==> config.mk <==
export PLATFORM = sky130hd
export DESIGN_NAME = sramlike_axi_bridge_flat
export DESIGN_NICKNAME = d
export VERILOG_FILES = /design/src/rtl/axi_pkg.sv /design/src/rtl/sramlike_axi_bridge_if.sv /design/src/rtl/sramlike_axi_bridge_wstrb_gen.sv /design/src/rtl/sramlike_axi_bridge.sv /design/src/flat_wrapper.sv
export SDC_FILE = /design/constraint.sdc
export NUM_CORES = 1
export LEC_CHECK = 0
export CAP_MARGIN = 20
export CORE_AREA = 2 2 115 117
export CTS_CLUSTER_SIZE = 28
export DETAILED_ROUTE_END_ITERATION = 6
export DIE_AREA = 0 0 117 119
export PLACE_DENSITY = 0.74
export SYNTH_ARGS = -nofsm -noshare
export SYNTH_HDL_FRONTEND = slang
export SYNTH_HIERARCHICAL = 1
export SYNTH_SLANG_ARGS = --single-unit
==> constraint.sdc <==
create_clock -name clk -period 2 [get_ports clk]
set_clock_uncertainty 0.2 [all_clocks]
set_input_delay 0.3 -clock clk [delete_from_list [all_inputs] [get_ports clk]]
set_output_delay 0.3 -clock clk [all_outputs]
set_load 0.01 [all_outputs]
==> src/rtl/axi_pkg.sv <==
// Shared AXI3 single-beat channel types and bridge FSM encoding for the sram-like bridge.
// Optional build macro used by the bridge: BRIDGE_WR_EARLY_ACK_EN.
package axi_pkg;

  localparam int unsigned AXI_ID_W = 4;
  localparam logic [1:0]  BURST_INCR = 2'b01;

  typedef struct packed {
    logic [AXI_ID_W-1:0] id;
    logic [31:0]         addr;
    logic [3:0]          len;
    logic [2:0]          size;
    logic [1:0]          burst;
  } axi_ar_t;

  typedef struct packed {
    logic [AXI_ID_W-1:0] id;
    logic [31:0]         addr;
    logic [3:0]          len;
    logic [2:0]          size;
    logic [1:0]          burst;
  } axi_aw_t;

  typedef struct packed {
    logic [AXI_ID_W-1:0] id;
    logic [31:0]         data;
    logic [1:0]          resp;
    logic                last;
  } axi_r_t;

  typedef struct packed {
    logic [AXI_ID_W-1:0] id;
    logic [31:0]         data;
    logic [3:0]          strb;
    logic                last;
  } axi_w_t;

  typedef struct packed {
    logic [AXI_ID_W-1:0] id;
    logic [1:0]          resp;
  } axi_b_t;

  typedef enum logic [2:0] {
    ST_IDLE   = 3'd0,
    ST_RD_AR  = 3'd1,
    ST_RD_R   = 3'd2,
    ST_WR_REQ = 3'd3,
    ST_WR_B   = 3'd4
  } bridge_state_t;

endpackage

==> src/rtl/sramlike_axi_bridge_if.sv <==
// Bus bundles for the bridge: sram-like requester side and AXI3 master side.
// Handshake rule on every AXI channel: a beat transfers on a rising clk edge where valid
// and ready are both 1; the source holds valid and payload stable until that edge.
interface sram_if;
  logic        req;
  logic        wr;
  logic [1:0]  size;
  logic [31:0] addr;
  logic [31:0] wdata;
  logic        addr_ok;
  logic        data_ok;
  logic [31:0] rdata;

  modport master (output req, wr, size, addr, wdata, input addr_ok, data_ok, rdata);
  modport slave  (input req, wr, size, addr, wdata, output addr_ok, data_ok, rdata);
endinterface

interface axi_if;
  import axi_pkg::*;
  axi_ar_t ar;
  logic    arvalid;
  logic    arready;
  axi_r_t  r;
  logic    rvalid;
  logic    rready;
  axi_aw_t aw;
  logic    awvalid;
  logic    awready;
  axi_w_t  w;
  logic    wvalid;
  logic    wready;
  axi_b_t  b;
  logic    bvalid;
  logic    bready;

  modport master (output ar, arvalid, input arready, input r, rvalid, output rready,
                  output aw, awvalid, input awready, output w, wvalid, input wready,
                  input b, bvalid, output bready);
  modport slave  (input ar, arvalid, output arready, output r, rvalid, input rready,
                  input aw, awvalid, output awready, input w, wvalid, output wready,
                  output b, bvalid, input bready);
endinterface

==> src/rtl/sramlike_axi_bridge_wstrb_gen.sv <==
// Byte-lane strobe from access size and low address bits; size 3 yields no lanes.
module wstrb_gen (
  input  logic [1:0] size_i,
  input  logic [1:0] addr_i,
  output logic [3:0] strb_o
);
  always_comb begin
    strb_o = 4'b0000;
    case (size_i)
      2'd0:    strb_o = 4'b0001 << addr_i;
      2'd1:    strb_o = 4'b0011 << {addr_i[1], 1'b0};
      2'd2:    strb_o = 4'b1111;
      default: strb_o = 4'b0000;
    endcase
  end
endmodule

==> src/rtl/sramlike_axi_bridge.sv <==
// sram-like to single-beat AXI3 bridge, one transaction outstanding.
// Define BRIDGE_WR_EARLY_ACK_EN to acknowledge writes once aw and w have both handshaken.
module sramlike_axi_bridge
  import axi_pkg::*;
#(
  parameter logic [AXI_ID_W-1:0] RD_ID = 4'd0,
  parameter logic [AXI_ID_W-1:0] WR_ID = 4'd1
) (
  input  logic          clk,
  input  logic          reset,
  sram_if.slave         sram,
  axi_if.master         axi,
  output bridge_state_t state_o
);

  bridge_state_t state_q, state_d;
  logic        wr_q, wr_d;
  logic [1:0]  size_q, size_d;
  logic [31:0] addr_q, addr_d;
  logic [31:0] wdata_q, wdata_d;
  logic        aw_done_q, aw_done_d;
  logic        w_done_q, w_done_d;
  logic [3:0]  strb;
  logic        aw_hs, w_hs, aw_complete, w_complete;
  logic        unused_fields;

  wstrb_gen u_wstrb_gen (
    .size_i (size_q),
    .addr_i (addr_q[1:0]),
    .strb_o (strb)
  );

  // A channel counts as complete if it handshook earlier or handshakes this cycle.
  assign aw_hs       = (state_q == ST_WR_REQ) && !aw_done_q && axi.awready;
  assign w_hs        = (state_q == ST_WR_REQ) && !w_done_q && axi.wready;
  assign aw_complete = aw_done_q || aw_hs;
  assign w_complete  = w_done_q || w_hs;

  always_ff @(posedge clk) begin
    if (reset) begin
      state_q   <= ST_IDLE;
      wr_q      <= 1'b0;
      size_q    <= 2'd0;
      addr_q    <= 32'd0;
      wdata_q   <= 32'd0;
      aw_done_q <= 1'b0;
      w_done_q  <= 1'b0;
    end else begin
      state_q   <= state_d;
      wr_q      <= wr_d;
      size_q    <= size_d;
      addr_q    <= addr_d;
      wdata_q   <= wdata_d;
      aw_done_q <= aw_done_d;
      w_done_q  <= w_done_d;
    end
  end

  always_comb begin
    state_d   = state_q;
    wr_d      = wr_q;
    size_d    = size_q;
    addr_d    = addr_q;
    wdata_d   = wdata_q;
    aw_done_d = aw_done_q;
    w_done_d  = w_done_q;
    case (state_q)
      ST_IDLE: begin
        if (sram.req) begin
          wr_d    = sram.wr;
          size_d  = sram.size;
          addr_d  = sram.addr;
          wdata_d = sram.wdata;
          state_d = sram.wr ? ST_WR_REQ : ST_RD_AR;
        end
      end
      ST_RD_AR: if (axi.arready) state_d = ST_RD_R;
      ST_RD_R:  if (axi.rvalid) state_d = ST_IDLE;
      ST_WR_REQ: begin
        aw_done_d = aw_complete;
        w_done_d  = w_complete;
        if (aw_complete && w_complete) begin
          state_d   = ST_WR_B;
          aw_done_d = 1'b0;
          w_done_d  = 1'b0;
        end
      end
      ST_WR_B:  if (axi.bvalid) state_d = ST_IDLE;
      default:  state_d = ST_IDLE;
    endcase
  end

  always_comb begin
    sram.addr_ok = 1'b0;
    sram.data_ok = 1'b0;
    sram.rdata   = 32'd0;
    axi.arvalid  = 1'b0;
    axi.rready   = 1'b0;
    axi.awvalid  = 1'b0;
    axi.wvalid   = 1'b0;
    axi.bready   = 1'b0;
    case (state_q)
      ST_IDLE:  sram.addr_ok = sram.req;
      ST_RD_AR: axi.arvalid = 1'b1;
      ST_RD_R: begin
        axi.rready = 1'b1;
        if (axi.rvalid) begin
          sram.data_ok = 1'b1;
          sram.rdata   = axi.r.data;
        end
      end
      ST_WR_REQ: begin
        axi.awvalid = !aw_done_q;
        axi.wvalid  = !w_done_q;
`ifdef BRIDGE_WR_EARLY_ACK_EN
        sram.data_ok = aw_complete && w_complete;
`else
        sram.data_ok = 1'b0;
`endif
      end
      ST_WR_B: begin
        axi.bready = 1'b1;
`ifdef BRIDGE_WR_EARLY_ACK_EN
        sram.data_ok = 1'b0;
`else
        sram.data_ok = axi.bvalid;
`endif
      end
      default: ;
    endcase
  end

  assign axi.ar  = '{RD_ID, addr_q, 4'd0, {1'b0, size_q}, BURST_INCR};
  assign axi.aw  = '{WR_ID, addr_q, 4'd0, {1'b0, size_q}, BURST_INCR};
  assign axi.w   = '{WR_ID, wdata_q, strb, 1'b1};
  assign state_o = state_q;

  // Response ids/codes are deliberately ignored; the latched direction is kept for debug visibility.
  assign unused_fields = ^{axi.r.id, axi.r.resp, axi.r.last, axi.b, wr_q};

endmodule

==> src/flat_wrapper.sv <==
// flat-port wrapper written by rule: the top's interface ports become plain ports
module sramlike_axi_bridge_flat import axi_pkg::*;
#(
  parameter logic [AXI_ID_W-1:0] RD_ID = 4'd0,
  parameter logic [AXI_ID_W-1:0] WR_ID = 4'd1
)
  (clk, reset, state_o, sram_req, sram_wr, sram_size, sram_addr, sram_wdata, sram_addr_ok, sram_data_ok, sram_rdata, axi_ar, axi_arvalid, axi_arready, axi_r, axi_rvalid, axi_rready, axi_aw, axi_awvalid, axi_awready, axi_w, axi_wvalid, axi_wready, axi_b, axi_bvalid, axi_bready);
  sram_if sram_i ();
  axi_if axi_i ();
  input  logic clk;
  input  logic reset;
  output bridge_state_t state_o;
  input wire logic [$bits(sram_i.req)-1:0] sram_req;
  input wire logic [$bits(sram_i.wr)-1:0] sram_wr;
  input wire logic [$bits(sram_i.size)-1:0] sram_size;
  input wire logic [$bits(sram_i.addr)-1:0] sram_addr;
  input wire logic [$bits(sram_i.wdata)-1:0] sram_wdata;
  output wire logic [$bits(sram_i.addr_ok)-1:0] sram_addr_ok;
  output wire logic [$bits(sram_i.data_ok)-1:0] sram_data_ok;
  output wire logic [$bits(sram_i.rdata)-1:0] sram_rdata;
  output wire logic [$bits(axi_i.ar)-1:0] axi_ar;
  output wire logic [$bits(axi_i.arvalid)-1:0] axi_arvalid;
  input wire logic [$bits(axi_i.arready)-1:0] axi_arready;
  input wire logic [$bits(axi_i.r)-1:0] axi_r;
  input wire logic [$bits(axi_i.rvalid)-1:0] axi_rvalid;
  output wire logic [$bits(axi_i.rready)-1:0] axi_rready;
  output wire logic [$bits(axi_i.aw)-1:0] axi_aw;
  output wire logic [$bits(axi_i.awvalid)-1:0] axi_awvalid;
  input wire logic [$bits(axi_i.awready)-1:0] axi_awready;
  output wire logic [$bits(axi_i.w)-1:0] axi_w;
  output wire logic [$bits(axi_i.wvalid)-1:0] axi_wvalid;
  input wire logic [$bits(axi_i.wready)-1:0] axi_wready;
  input wire logic [$bits(axi_i.b)-1:0] axi_b;
  input wire logic [$bits(axi_i.bvalid)-1:0] axi_bvalid;
  output wire logic [$bits(axi_i.bready)-1:0] axi_bready;
  assign sram_i.req = sram_req;
  assign sram_i.wr = sram_wr;
  assign sram_i.size = sram_size;
  assign sram_i.addr = sram_addr;
  assign sram_i.wdata = sram_wdata;
  assign sram_addr_ok = sram_i.addr_ok;
  assign sram_data_ok = sram_i.data_ok;
  assign sram_rdata = sram_i.rdata;
  assign axi_ar = axi_i.ar;
  assign axi_arvalid = axi_i.arvalid;
  assign axi_i.arready = axi_arready;
  assign axi_i.r = axi_r;
  assign axi_i.rvalid = axi_rvalid;
  assign axi_rready = axi_i.rready;
  assign axi_aw = axi_i.aw;
  assign axi_awvalid = axi_i.awvalid;
  assign axi_i.awready = axi_awready;
  assign axi_w = axi_i.w;
  assign axi_wvalid = axi_i.wvalid;
  assign axi_i.wready = axi_wready;
  assign axi_i.b = axi_b;
  assign axi_i.bvalid = axi_bvalid;
  assign axi_bready = axi_i.bready;
  sramlike_axi_bridge #(.RD_ID(RD_ID), .WR_ID(WR_ID)) u_core (.clk(clk), .reset(reset), .sram(sram_i), .axi(axi_i), .state_o(state_o));
endmodule
==> impl_metrics.py, run 1 <==
metrics = {
    "logic_synthesis": {
        "ys_types": 35,
        "avgSynthCellArea_um2": 7.67,
        "syn-cell-area_um2": 3370,
        "ys_ff_latch": 71,
        "async_flop_share_pct": 0,
        "synth-main-ff-cell": "dfxtp_1",
        "synth_most_common_cell": "nand2_1",
        "ys_seq_area_share_pct": 42.1,
        "synth_warnings": 6,
        "yosys.area.top_type_share_pct": 42.1,
        "syn_inst": 440,
        "netlist_top_cells_area": "dfxtp_1 (42%), nand2_1 (15%), buf_4 (14%)",
        "synth_top_cell_by_area": "dfxtp_1",
        "yosys-top-cells-count": "nand2_1 (132), dfxtp_1 (71), a21oi_1 (70), buf_4 (61), and2_1 (33)",
        "synth-edff-count": 0,
    },
    "sta": {
        "max_freq_mhz": 492,
        "slew_headroom_pct": 66.4,
        "worst_pin_slew_ps": 504,
        "setup_viol": 5,
        "slew_violations": 0,
        "final_hold_viol_count": 0,
        "min_period_ps": 2030,
        "worst_slack_ps": -31.5,
        "hold_ws_ps": 196,
        "rsz0062_at_grt": "true",
        "setup_tns_ps": -137,
        "fin_crit_sh_pct": 102,
    },
    "floorplan": {
        "initial_core_util_pct": 26.2,
        "rows": 42,
        "core_area_um2": 12900,
        "die_h_um": 119,
        "dieArea_um2": 13900,
        "die_x_um": 117,
        "ioPinCount": 293,
    },
    "layout": {
        "antenna_cells": 0,
        "nets": 790,
        "layout-area-overhead-vs-synth_pct": 85.8,
        "utilization_pct": 48.7,
        "drive_above_1_share_pct": 17.3,
    },
    "detailed_routing": {
        "wl_per_cell_um": 13.4,
        "vias_per_cell": 4.21,
        "drt-initial-drc-count": 156,
        "drc": 0,
        "drt_wl_total_mm": 11.4,
        "ant_nets": 0,
        "vias": 3579,
        "drtPass1Iterations": 7,
    },
    "pwr": {
        "sw_frac_of_total_pct": 27.5,
        "p_sw_mw": 1.24,
        "p_comb_share_pct": 28.0,
        "p_int_mw": 3.26,
        "p_per_area_nw_per_um2": 718,
        "p_leak_nw": 2.55,
        "p_seq_share_pct": 35.9,
        "clkPwrFrac_pct": 36.1,
        "irDropWorstVdd_uv": 353,
    },
    "setup_path": {
        "crit_arrival_ps": 1530,
        "rrSetupSlack_ps": 100,
        "cp_top_family": "simple AND/OR/NAND/NOR gates",
        "crit_path_start": "u_core/state_o[2]",
        "critPathCaptureType": "output pin",
        "r2r_end": "u_core/addr_q[7]",
        "cp_num_cells": 7,
        "path_max_fanout": 4,
        "slowest_delay_ps": 340,
        "critPathRequiredTime_ps": 1500,
        "path_cells": "nand2b_4 -> nor2_4 -> buf_12 -> buf_6 -> buf_6 -> and2_4 -> buf_6",
        "reg2reg_depth": 7,
        "slowest_stage": "dfxtp_4",
        "cp.buffers_inverters": 4,
        "r2r_start": "u_core/state_o[0]",
        "crit_end": "sram_rdata[29]",
        "worst_setup_path_start_kind": "flop",
        "critPathKind": "reg -> out",
        "cpMostUsedCell": "buf_6",
    },
    "grt": {
        "grt_pass1_vias": 3276,
        "grt_pass1_wl_mm": 16.6,
        "grt_start_max_net_pins": 67,
        "antenna_found_initial": 0,
        "gr-usage-all-layers_pct": 15.2,
        "grt_overflow": 0,
    },
    "clock_tree": {
        "clock_path_buffers": 2,
        "cts_hold_buf": 0,
        "numClockSinks": 71,
        "path_clk_slew_ps": 60,
        "cts_tree": "done",
        "htree_num_levels": 3,
        "cts_root_buf": "clkbuf_16",
        "numCtsBuffers": 9,
        "insertion_delay_ps": 320,
    },
    "placement": {
        "dp_hpwl_mm": 8.20,
        "dp_slack_ps": -367,
        "place_congestion": 0.754,
        "io_buffers": 252,
    },
    "flow_run": {
        "max-cap-violations": 0,
    },
    "outcome": {
        "status": "finished, violations left",
        "violations": "setup timing",
    },
    "worst_hold_path": {
        "min-delay-path-class": "in -> reg",
    },
}
final cells by class:
class                           instances  area, um^2
Multi-Input combinational cell        300        1470
Fill cell                            1276        6610
Clock inverter                          6        67.6
Clock buffer                           10         239
Inverter                                4        17.5
Tap cell                              176         220
Sequential cell                        71        1440
Timing Repair Buffer                  284        2810
state kept, by name (all words and copies together), names as in the netlist:
| register | flops |
|---|---|
| u_core/addr_q | 32 |
| u_core/aw_done_q | 1 |
| u_core/size_q | 2 |
| u_core/state_o | 3 |
| u_core/w_done_q | 1 |
| u_core/wdata_q | 32 |
power by group through the flow:
| stage | Combinational, mW | Clock (mW) | Sequential (mW) |
|---|---|---|---|
| finish | 1.26 | 1.63 | 1.61 |
| global route | 1.37 | 1.74 | 1.63 |
| CTS | 1.19 | 1.68 | 1.62 |
| detailed placement | 1.17 | 0 | 1.65 |
| global placement | 1.16 | 0 | 1.64 |
| floorplan | 0.540 | 0 | 1.68 |
cell families (layout without fill, tap and decap cells):
group | count (synthesis) | count (layout) | share of synthesized area (%)
DFF | 71 | 71 | 42.1
and+or+nand+nor | 193 | 193 | 25.9
buffers and inverters | 94 | 304 | 18.9
AOI/OAI and AO/OA | 80 | 80 | 12.9
other | 2 | 27 | 0.223
routing by layer:
layer / global-route usage (%) / routed length (um) / up-vias
met1: 16.4 / 4330 / 1623
met4: 4.56 / 123 / 0
met2: 27.7 / 5950 / 177
met3: 5.09 / 1020 / 7
li1: - / - / 1772
met5: 0 / 0 / -
how the worst min path moves through the flow:
stage,start,slack (ps),depth (start not counted),endpoint
4_1_cts,reset,190,2,u_core/state_o[2]
2_1_floorplan,sram_wdata[0],240,2,u_core/wdata_q[0]
5_1_grt,reset,240,2,u_core/state_o[2]
3_5_place_dp,u_core/wdata_q[9],250,2,u_core/wdata_q[9]
3_3_place_gp,u_core/wdata_q[13],240,2,u_core/wdata_q[13]
6_report,reset,200,2,u_core/state_o[2]
metrics by stage:
stage	cells	cell area [um^2]	power [mW]
after floorplan	465	3470	2.22
after global placement	820	5720	2.80
after detailed placement	820	5720	2.82
after CTS	848	6040	4.49
after global routing	851	6270	4.74
final	851	6270	4.50
timing repair:
item                       4_1_cts  5_1_grt
gates resized for setup        172       47
pin swaps                        4       15
setup endpoints to repair       45       95
gates cloned                     4        2
buffers inserted                 8        2
cell usage in the layout (no fill, tap or decap), types with 2 or more instances in the layout:
cell type | synthesis | layout
a21oi_1 | 70 | 70
and2_1 | 33 | 18
and2_4 | 0 | 15
buf_12 | 0 | 4
buf_2 | 8 | 19
buf_4 | 61 | 14
buf_6 | 6 | 26
buf_8 | 0 | 2
clkbuf_16 | 0 | 11
clkdlybuf4s50_1 | 0 | 207
clkinvlp_4 | 0 | 2
conb_1 | 2 | 27
dfxtp_1 | 71 | 65
dfxtp_2 | 0 | 3
dfxtp_4 | 0 | 3
dlygate4sd2_1 | 0 | 7
inv_1 | 3 | 3
nand2_1 | 132 | 132
nand2b_4 | 1 | 3
nor2_1 | 12 | 11
nor2b_1 | 2 | 2
nor3_1 | 2 | 2
No activity file was read; power rests on OpenSTA's default activity.
==> run 2: changes to the inputs <==
Settings changed: CAP_MARGIN 20 to 15, CORE_AREA 2 2 115 117 to 2 2 112 114, DIE_AREA 0 0 117 119 to 0 0 114 116, PLACE_DENSITY 0.74 to 0.75.
Clock period 2 ns to 2.3 ns, I/O delays scaled along.
==> run 2 against run 1 <==
  * Design area down 4.8%
  * Critical path depth shrank 3
  * Sequential power down 13%
  * The run now ends clean
  * Via count decreased by 1.3%
  * Combinational power fell by 21%
  * Core utilization up 1.4 points
  * Critical endpoint is now sram_addr_ok
  * Routed wire length is 3.0% lower
  * Clock-buffer cell count unchanged
  * Power down 14%
  * Die area decreased by 5.0%
==> impl_metrics.py, run 2 (synthesis results as in run 1) <==
metrics = {
    "grt": {
        "grt_pass1_vias": 3446,
        "gr-usage-all-layers_pct": 16.0,
        "antenna_found_initial": 0,
        "grt_overflow": 0,
        "grt_pass1_wl_mm": 16.9,
        "grt_start_max_net_pins": 67,
    },
    "sta": {
        "min_period_ps": 2240,
        "max_freq_mhz": 447,
        "final_hold_viol_count": 0,
        "setup_viol": 0,
        "rsz0062_at_grt": "false",
        "fin_crit_sh_pct": 97.3,
        "slew_headroom_pct": 54.5,
        "worst_pin_slew_ps": 682,
        "hold_ws_ps": 254,
        "slew_violations": 0,
    },
    "detailed_routing": {
        "drc": 0,
        "drt-initial-drc-count": 143,
        "ant_nets": 0,
        "wl_per_cell_um": 13.8,
        "vias_per_cell": 4.40,
        "vias": 3534,
        "drtPass1Iterations": 4,
        "drt_wl_total_mm": 11.1,
    },
    "layout": {
        "drive_above_1_share_pct": 6.85,
        "layout-area-overhead-vs-synth_pct": 76.9,
        "final_common_cell": "clkdlybuf4s50_1",
        "postLayoutCellArea_um2": 5970,
        "antenna_cells": 0,
        "nets": 772,
        "most-common-layout-cells": "clkdlybuf4s50_1 (214), nand2_1 (132), a21oi_1 (70), dfxtp_1 (68), dlygate4sd2_1 (36)",
    },
    "setup_path": {
        "path_max_fanout": 2,
        "worst_setup_path_start_kind": "input pin",
        "critPathKind": "in -> out",
        "crit_arrival_ps": 1690,
        "critPathRequiredTime_ps": 1750,
        "reg2reg_depth": 5,
        "critPathCaptureType": "output pin",
    },
    "worst_hold_path": {
        "worstHoldPathCells": 2,
        "min-delay-path-class": "reg -> reg",
    },
    "clock_tree": {
        "cts_hold_buf": 0,
        "htree_num_levels": 3,
        "numClockSinks": 71,
        "cts_root_buf": "clkbuf_16",
        "insertion_delay_ps": 320,
        "numCtsBuffers": 9,
        "path_clk_slew_ps": 60,
        "clock_path_buffers": 2,
        "cts_tree": "done",
    },
    "pwr": {
        "irDropWorstVdd_uv": 256,
        "p_leak_nw": 2.46,
        "p_per_area_nw_per_um2": 652,
    },
    "floorplan": {
        "dieArea_um2": 13200,
        "ioPinCount": 293,
        "initial_core_util_pct": 28.3,
        "rows": 40,
        "core_area_um2": 11900,
        "die_h_um": 116,
        "die_x_um": 114,
    },
    "flow_run": {
        "max-cap-violations": 0,
    },
    "placement": {
        "io_buffers": 252,
        "dp_hpwl_mm": 8.50,
        "place_congestion": 0.761,
        "place_area_um2": 5630,
    },
    "outcome": {
        "status": "complete, no violations",
    },
}
==> run 2: cell count changes in the layout (fill, tap and decap cells not counted), moves of 3 or more <==
cell / delta
clkdlybuf4s50_1: +7
and2_4: -15
buf_12: -4
buf_2: -18
dlygate4sd2_1: +29
and2_1: +15
dfxtp_4: -3
dfxtp_1: +3
buf_6: -24
==> run 2: path summary, 6_finish.rpt <==
path / start / to / slack, ps
setup / recovery: sram_req / sram_addr_ok / 60
hold / removal: u_core/wdata_q[24] / u_core/wdata_q[24] / 250
setup reg to reg: u_core/state_o[1] / u_core/addr_q[31] / 310
hold reg to reg: u_core/wdata_q[24] / u_core/wdata_q[24] / 250
==> run 2: layout make-up <==
class / count / area (um^2)
Clock buffer: 10 / 229
Clock inverter: 6 / 93.8
Fill cell: 1155 / 5950
Inverter: 4 / 16.3
Multi-Input combinational cell: 300 / 1430
Sequential cell: 71 / 1430
Tap cell: 147 / 184
Timing Repair Buffer: 266 / 2590
==> run 2: where the power goes <==
part           total (mW)  switching, mW  internal [mW]
Combinational       0.991          0.434          0.557
Sequential           1.40         0.0749           1.33
Clock                1.49          0.534          0.957
==> run 2: metal layers <==
metal	part of all wire, %	wire length [um]	track usage (%)	up-vias
li1	-	-	-	1732
met1	37	4070	16.2	1607
met2	54	6010	31.0	184
met3	7.7	856	5.07	11
met4	1.3	146	5.53	0
met5	0	0	0	-
==> run 2: critical path: stages <==
cell and delay (ps):
clkdlybuf4s50_1 490, or4b_4 500, clkinv_2 80, dlygate4sd2_1 270
==> run 2: per-stage QoR <==
stage	instances	TNS (ps)	setup WS (ps)	total power [mW]	util (%)
detailed placement	785	-17200	-227	2.43	47.3
floorplan	465	0	400	1.93	-
CTS	804	0	42.0	3.95	50.0
global placement	785	-13340	-163	2.41	47.3
finish	804	0	63.1	3.89	50.1
global route	804	0	25.4	4.09	50.1
==> run 2: timing repair <==
action,in CTS,in global routing
setup endpoints to repair,37,20
gates resized for setup,47,2
buffers inserted,2,0
cloned,1,0
==> run 3: changes to the inputs <==
Settings changed: GPL_TIMING_DRIVEN set to 0.
==> run 3 against run 2 <==
  * Cell count grew 9.2%
  * Global-route usage grew 1.5 points
  * Power grew 3.8%
  * Largest power group unchanged
  * Highest routed layer unchanged
==> impl_metrics.py, run 3 (synthesis results as in run 1) <==
metrics = {
    "sta": {
        "rsz0062_at_grt": "true",
        "slew_headroom_pct": 53.6,
        "setup_viol": 0,
        "final_hold_viol_count": 0,
        "max_freq_mhz": 447,
        "worst_pin_slew_ps": 697,
        "slew_violations": 0,
        "fin_crit_sh_pct": 97.3,
        "min_period_ps": 2240,
    },
    "setup_path": {
        "worst_setup_path_start_kind": "flop",
        "path_max_fanout": 10,
        "critPathCaptureType": "output pin",
        "critPathRequiredTime_ps": 1750,
        "slowest_delay_ps": 600,
        "reg2reg_depth": 6,
        "cp_top_family": "buffers and inverters",
        "slowest_stage": "clkdlybuf4s50_1",
        "crit_arrival_ps": 1690,
        "path_cells": "clkbuf_4 -> nor3b_2 -> clkdlybuf4s50_1",
        "cp_num_cells": 3,
        "critPathKind": "reg -> out",
        "cp.buffers_inverters": 2,
    },
    "floorplan": {
        "die_h_um": 116,
        "dieArea_um2": 13200,
        "initial_core_util_pct": 28.3,
        "die_x_um": 114,
        "core_area_um2": 11900,
        "ioPinCount": 293,
        "rows": 40,
    },
    "pwr": {
        "p_leak_nw": 2.76,
        "p_int_mw": 2.97,
        "p_seq_share_pct": 34.8,
        "irDropWorstVdd_uv": 412,
        "p_comb_share_pct": 28.3,
        "p_sw_mw": 1.07,
        "p_per_area_nw_per_um2": 623,
        "sw_frac_of_total_pct": 26.5,
        "total_power_mw": 4.04,
        "clkPwrFrac_pct": 36.9,
    },
    "layout": {
        "layout-area-overhead-vs-synth_pct": 91.9,
        "antenna_cells": 0,
        "most-common-layout-cells": "clkdlybuf4s50_1 (215), nand2_1 (132), a21oi_1 (70), dfxtp_1 (69), buf_4 (64)",
        "stdcell_count": 878,
        "area.sequential_um2": 1430,
        "n_fill_cell": 1123,
        "multi_input_area_um2": 1440,
        "drive_above_1_share_pct": 16.4,
        "final_common_cell": "clkdlybuf4s50_1",
        "nets": 847,
    },
    "placement": {
        "io_buffers": 251,
        "place_congestion": 0.832,
        "dp_hpwl_mm": 9.90,
        "dp_cells": 863,
    },
    "grt": {
        "gr-usage-all-layers_pct": 17.6,
        "grt_pass1_wl_mm": 18.2,
        "antenna_found_initial": 0,
        "grt_start_max_net_pins": 14,
        "grt_pass1_vias": 3669,
        "grt_overflow": 0,
    },
    "clock_tree": {
        "numCtsBuffers": 9,
        "cts_hold_buf": 0,
        "clock_path_buffers": 2,
        "htree_num_levels": 3,
        "path_clk_slew_ps": 60,
        "insertion_delay_ps": 320,
        "numClockSinks": 71,
        "cts_root_buf": "clkbuf_16",
        "cts_tree": "done",
    },
    "detailed_routing": {
        "wl_per_cell_um": 13.9,
        "ant_nets": 0,
        "vias_per_cell": 4.31,
        "drt_wl_total_mm": 12.2,
        "drtPass1Iterations": 4,
        "vias": 3788,
        "drt-initial-drc-count": 112,
        "drc": 0,
    },
    "worst_hold_path": {
        "worstHoldPathCells": 2,
        "min-delay-path-class": "reg -> reg",
    },
    "outcome": {
        "status": "complete, no violations",
    },
    "flow_run": {
        "max-cap-violations": 0,
    },
}
run 3: power by group through the flow:
stage | Combinational, mW | Sequential [mW] | Clock [mW]
floorplan | 0.469 | 1.46 | 0
global placement | 1.13 | 1.43 | 0
detailed placement | 1.15 | 1.43 | 0
CTS | 1.15 | 1.41 | 1.52
global route | 1.23 | 1.42 | 1.57
finish | 1.14 | 1.40 | 1.49
run 3: worst register-to-register path, cell delays in order, from the launching register on:
cell and delay (ps):
dfxtp_1 320, buf_6 140, or4b_4 610, buf_2 240
buf_2 220, nand2_1 100, a21oi_1 60
run 3: per-layer routing:
| layer | share of wire, % | vias to the layer above | routed length, um | track usage (%) |
|---|---|---|---|---|
| li1 | - | 1890 | - | - |
| met1 | 37 | 1716 | 4470 | 17.9 |
| met2 | 55 | 173 | 6710 | 35.2 |
| met3 | 7.3 | 9 | 896 | 3.97 |
| met4 | 1.1 | 0 | 138 | 5.61 |
| met5 | 0 | - | 0 | 0 |
run 3: area by class of cell:
type	instances	share of cell area, %
Multi-Input combinational cell	300	22.2
Timing Repair Buffer	254	37.9
Inverter	4	0.425
Clock inverter	5	1.26
Buffer	87	9.72
Sequential cell	71	22.0
Tap cell	147	2.84
Clock buffer	10	3.69
run 3: metrics by stage:
stage                     util [%]  TNS (ps)  hold slack [ps]  area (um^2)  worst slack (ps)
final                         54.3         0              257         6470              61.8
after global routing          54.3     -25.4              269         6470             -25.4
after CTS                     54.6      -488              257         6500             -62.1
after detailed placement      51.7    -16670              249         6160              -551
after global placement        51.7    -14970              243         6160              -518
after floorplan                  -         0              281         3470               400
run 3: worst paths after layout:
kind	endpoint	startpoint	slack, ps
min	u_core/wdata_q[20]	u_core/wdata_q[20]	260
min reg2reg	u_core/wdata_q[20]	u_core/wdata_q[20]	260
max	axi_bready	u_core/state_o[0]	60
max reg2reg	u_core/addr_q[3]	u_core/state_o[1]	270
run 3: what timing repair did:
item                                    CTS  global route
endpoints found under the setup margin   38            13
cloned                                    0             0
resized for setup                        55            25
setup buffers                             3             0
